File: config.mk
export PLATFORM = sky130hd
export DESIGN_NAME = qmult
export DESIGN_NICKNAME = d
export VERILOG_FILES = /design/src/rtl/qmult.sv
export SDC_FILE = /design/constraint.sdc
export NUM_CORES = 2
export LEC_CHECK = 0
export CORE_MARGIN = 2
export CORE_UTILIZATION = 60
export DETAILED_ROUTE_END_ITERATION = 10
export PLACE_DENSITY = 0.9
export SLEW_MARGIN = 20
export SYNTH_ARGS = -nofsm -noshare
export SYNTH_HDL_FRONTEND = slang
export SYNTH_SLANG_ARGS = --single-unit
File: constraint.sdc
create_clock -name vclk -period 25
set_input_delay 6.25 -clock vclk [all_inputs]
set_output_delay 6.25 -clock vclk [all_outputs]
set_load 0.05 [all_outputs]
File: src/rtl/qmult.sv
// Signed Q-format fixed-point multiplier with saturation and overflow flag.
// PIPE selects a combinational result or a single registered output stage.
module qmult #(
    parameter int Q    = 18,
    parameter int N    = 32,
    parameter int PIPE = 0
) (
    input  logic [N-1:0] a,
    input  logic [N-1:0] b,
    output logic [N-1:0] result,
    output logic         overflow,
    input  logic         clk,
    input  logic         reset
);

    localparam logic [N-1:0] MAX_POS = {1'b0, {(N-1){1'b1}}};
    localparam logic [N-1:0] MAX_NEG = {1'b1, {(N-1){1'b0}}};

    logic signed [2*N-1:0] a_ext_s;
    logic signed [2*N-1:0] b_ext_s;
    logic signed [2*N-1:0] product_s;
    logic [N-Q:0]          hi_s;
    logic [N-1:0]          sat_result_s;
    logic                  sat_overflow_s;
    logic                  unused_ok_s;

    // Exact 2N-bit signed product from sign-extended operands
    assign a_ext_s   = {{N{a[N-1]}}, a};
    assign b_ext_s   = {{N{b[N-1]}}, b};
    assign product_s = a_ext_s * b_ext_s;

    // Bits that must all match the sign of the scaled result for it to be in range
    assign hi_s = product_s[2*N-1:N-1+Q];

    // Truncating fractional bits below the LSB is a plain floor, so they are dropped
    assign unused_ok_s = &{1'b0, product_s[Q-1:0], clk, reset};

    // Range check and saturation toward the product's sign
    always_comb begin
        sat_result_s   = product_s[N-1+Q:Q];
        sat_overflow_s = 1'b0;
        if (!((&hi_s) || !(|hi_s))) begin
            sat_overflow_s = 1'b1;
            if (product_s[2*N-1]) begin
                sat_result_s = MAX_NEG;
            end else begin
                sat_result_s = MAX_POS;
            end
        end else begin
            sat_result_s   = product_s[N-1+Q:Q];
            sat_overflow_s = 1'b0;
        end
    end

    generate
        if (PIPE != 0) begin : g_pipe
            logic [N-1:0] result_r;
            logic         overflow_r;

            // Output stage; reset clears it immediately and discards any in-flight product
            always_ff @(posedge clk or negedge reset) begin
                if (!reset) begin
                    result_r   <= {N{1'b0}};
                    overflow_r <= 1'b0;
                end else begin
                    result_r   <= sat_result_s;
                    overflow_r <= sat_overflow_s;
                end
            end

            assign result   = result_r;
            assign overflow = overflow_r;
        end else begin : g_comb
            assign result   = sat_result_s;
            assign overflow = sat_overflow_s;
        end
    endgenerate

endmodule

After elaboration in Yosys (flattened, before gate mapping)
Index checks and enable logic that the tools add are counted.
{ "word_totals": {"romBits": 0, "input_bits": 66, "mem_bits_rw": 0, "latch_bits": 0, "mem_count": 0, "regBits": 0} }
{ "classes": {"magnitude_cmp": 0, "bitwise_logic": 0, "n_eq_ne": 0, "mul": 1, "mux": 3, "n_reduce_logical": 4, "shifts": 0, "addsub": 0, "div_mod_pow": 0} }
{ "op_table": {"columns": ["op", "count"], "rows": [
  ["multiplier 32 x 32 -> 64 bit", 1],
  ["2-to-1 mux 32 bit", 2],
  ["AND reduction 15 bit", 1],
  ["OR reduction 15 bit", 1],
  ["zero test 1 bit", 1],
  ["logical OR 1 bit", 1],
  ["2-to-1 mux 1 bit", 1]
]} }

Depth between registers and ports, before layout
{ "depth": {"depth_word": 5, "depth_mapped": 30, "ltp_nobuf": 27} }

Least setup slack after synthesis
Ideal clock, no wire load.
{ "synth_path": {"path_kind": "input to output", "from": "in b[2]", "to": "out overflow", "path_buffers": 2, "arrival_time_ns": 15.412, "slack_ns": 3.338, "stages": 25, "path_cell_list": "clkbuf_1 -> nand2_1 -> inv_1 -> fa_1 -> fa_1 -> fa_1 -> inv_1 -> fa_1 -> inv_1 -> fa_1 -> fa_1 -> inv_1 -> fa_1 -> inv_1 -> fa_1 -> ha_1 -> buf_4 -> nand2_4 -> or3_4 -> or3_4 -> o311a_4 -> o41ai_2 -> a21oi_1 -> xnor2_2 -> mux2i_1"} }
{ "synth_via": {"elab_chain_cells": 5, "elab_cells_between_ends": 6, "classes_between": "mul: 1; mux: 1; reduce/logical: 4"} }
{ "synth_lines": {"columns": ["element", "line_no", "text"], "rows": [
  ["start, declared", "9", "input logic [N-1:0] b,"],
  ["multiplier 32 x 32 -> 64 bit *", "30", "assign product_s = a_ext_s * b_ext_s;"],
  ["OR reduction 15 bit", "42", "if (!((&hi_s) || !(|hi_s))) begin"],
  ["zero test 1 bit", "42", null],
  ["logical OR 1 bit *", "42", null],
  ["2-to-1 mux 1 bit *", "42", null],
  ["end, declared", "11", "output logic overflow,"]
]} }
Every way passes the cells marked *; elsewhere a longest branch is shown, timed or not.

Worst setup path after layout
{ "layout_path": {"from": "in a[31]", "to": "out result[23]"} }
{ "layout_via": {"elab_chain_cells": 5, "elab_cells_between_ends": 7, "classes_between": "mul: 1; mux: 2; reduce/logical: 4"} }
{ "layout_lines": {"columns": ["element", "line_no", "text"], "rows": [
  ["start, declared", "8", "input logic [N-1:0] a,"],
  ["multiplier 32 x 32 -> 64 bit *", "30", null],
  ["OR reduction 15 bit", "42", null],
  ["zero test 1 bit", "42", null],
  ["logical OR 1 bit", "42", null],
  ["2-to-1 mux 32 bit *", "42", null],
  ["end, declared", "10", "output logic [N-1:0] result,"]
]} }
Marked as above.

==> flow_summary.json <==
{
  "cts_setup_buffers": 0,
  "grt_pass1_wl_um": 162000,
  "final_cell_mix": "1081 x fa_1, 931 x inv_1, 545 x nand2_1, 507 x and2_1, 180 x ha_1",
  "synth_area_um2": 36600,
  "status": "finished, final reports clean",
  "ys_seq_area_frac": 0,
  "finalCritPeriodShare": 0.950,
  "hold_path_class": "primary input to primary output",
  "cp_slowest_cell": "fa_1",
  "drtIter0Drc": 2264,
  "startpoint_type": "primary input",
  "grt_pass1_vias": 31600,
  "crit_cells": 30,
  "rsz0062_at_grt": "no",
  "fmax_ghz": 0.0421,
  "ys_types": 75,
  "crit_start": "a[31]",
  "design.core.area_um2": 60400,
  "io_buffers": 97,
  "finalCriticalPeriod_ns": 23.76,
  "slowest_delay_ns": 0.87,
  "antenna_found_initial": 2,
  "yosys_warnings": 0,
  "vias": 27600,
  "clock_buffer_count": 0,
  "final_common_cell": "fa_1",
  "syn_to_final_growth_pct": 3.64,
  "finalSetupViolCount": 0,
  "avgSynthCellArea_um2": 9.30,
  "synthCells": 3935,
  "drcViolationCount": 0,
  "seq_cell_count": 0,
  "nFillCells": 4571,
  "critical_path_required_ns": 18.75,
  "io_pins": 99,
  "tightest_slew_ns": 1.10,
  "placementRows": 90,
  "hold_violations": 0,
  "endpoint": "result[23]",
  "grt.total_usage": 0.330,
  "cts.repair.resized": 0,
  "end_kind": "primary output",
  "firstDrtPassIters": 6,
  "crit_buf_inv": 11,
  "crit_top_cell": "fa_1",
  "holdBufCountCts": 0,
  "final_nets": 5188,
  "drtAntennaViolNets": 0,
  "die_height_um": 251,
  "dieArea_um2": 63000,
  "grt_max_degree": 33,
  "cp.arrival_ns": 17.51,
  "critPathMaxFanout": 31,
  "drv_slew": 0,
  "drv_cap": 0,
  "avgViaCountPerCell": 5.94,
  "dieWidth_um": 251,
  "regArea_um2": 0,
  "tns_ns": 0,
  "drive_above_1_share": 0.0251,
  "max_slew_margin": 0.266,
  "syn_nets": 5262,
  "grt_overflow": 0,
  "routedWlPerCell_um": 21.4,
  "path_delay_family": "adder cells",
  "wl_um": 99400,
  "start_util": 0.606,
  "criticalPathCategory": "primary input to primary output",
  "multiInputGateArea_um2": 32200,
  "gp_congestion": 1.01,
  "hpwl_um": 80600
}
-- worst min-delay path by stage --
stage / from / end / cells past startpoint
6_report: a[0] / result[0] / 9
5_1_grt: a[0] / result[0] / 9
4_1_cts: a[0] / result[0] / 9
3_5_place_dp: a[0] / result[0] / 9
3_3_place_gp: a[0] / result[0] / 9
2_1_floorplan: b[0] / result[0] / 6
-- synthesized netlist by cell type, drive strengths merged (3+ instances only) --
master / count / area share
inv: 931 / 0.095
nor2: 58 / 0.0059
nor2b: 4 / 0.00068
fa: 1081 / 0.59
a2111oi: 3 / 0.00075
o211ai: 4 / 0.00082
ha: 180 / 0.062
and2: 507 / 0.087
a211oi: 10 / 0.0025
nand2: 547 / 0.057
o31ai: 3 / 0.00075
o21bai: 7 / 0.0014
buf: 27 / 0.0049
o2111ai: 4 / 0.00096
nor3b: 3 / 0.00062
o41ai: 4 / 0.0017
a221oi: 3 / 0.00072
a21o: 14 / 0.0029
or3: 7 / 0.0015
nand3: 17 / 0.0023
o21ai: 52 / 0.0071
o311a: 3 / 0.0011
xnor2: 37 / 0.0091
xor2: 17 / 0.0041
and3: 6 / 0.0010
o211a: 4 / 0.0011
nand4: 19 / 0.0036
and4: 5 / 0.0012
nor3: 17 / 0.0025
nor4: 4 / 0.00068
o21a: 38 / 0.0078
clkbuf: 199 / 0.020
nand2b: 13 / 0.0022
a21oi: 72 / 0.0098
a22oi: 5 / 0.0010
-- per-stage QoR --
step | instances | setup slack (ns) | util | hold WS (ns) | area (um^2)
2_1_floorplan | 3935 | 3.34 | - | 13.28 | 36600
3_3_place_gp | 4641 | 1.56 | 0.629 | 14.70 | 37900
3_5_place_dp | 4641 | 1.31 | 0.629 | 14.74 | 37900
4_1_cts | 4641 | 1.30 | 0.629 | 14.75 | 37900
6_report | 4642 | 1.24 | 0.629 | 14.79 | 37900
5_1_grt | 4641 | 0.799 | 0.628 | 14.85 | 37900
-- logic make-up after synthesis --
family	synth area share
AO/OA/AOI/OAI	0.0451
XOR/XNOR	0.0131
AND/OR/NAND/NOR	0.167
buffers and inverters	0.121
multiplexers	0.000855
adder cells (fa/ha/maj)	0.653
-- tightest hold or removal path, delay by kind of cell --
kind                   cells  cell delay (ns)
buffers and inverters      3             1.38
AND/OR/NAND/NOR            3             0.40
AO/OA/AOI/OAI              2             0.28
XOR/XNOR                   1             0.20
-- per-layer routing --
layer	vias up	GRT usage	share of wire
met4	2	0.188	0.070
li1	11200	-	-
met3	572	0.0636	0.11
met1	14000	0.387	0.33
met2	1803	0.572	0.50
met5	-	0	0.00018
-- cell type report --
class	count	area share
inverters	931	0.0921
multi-input cells	2778	0.849
diodes	1	0.0000660
repair buffers	150	0.0334
well taps	782	0.0258
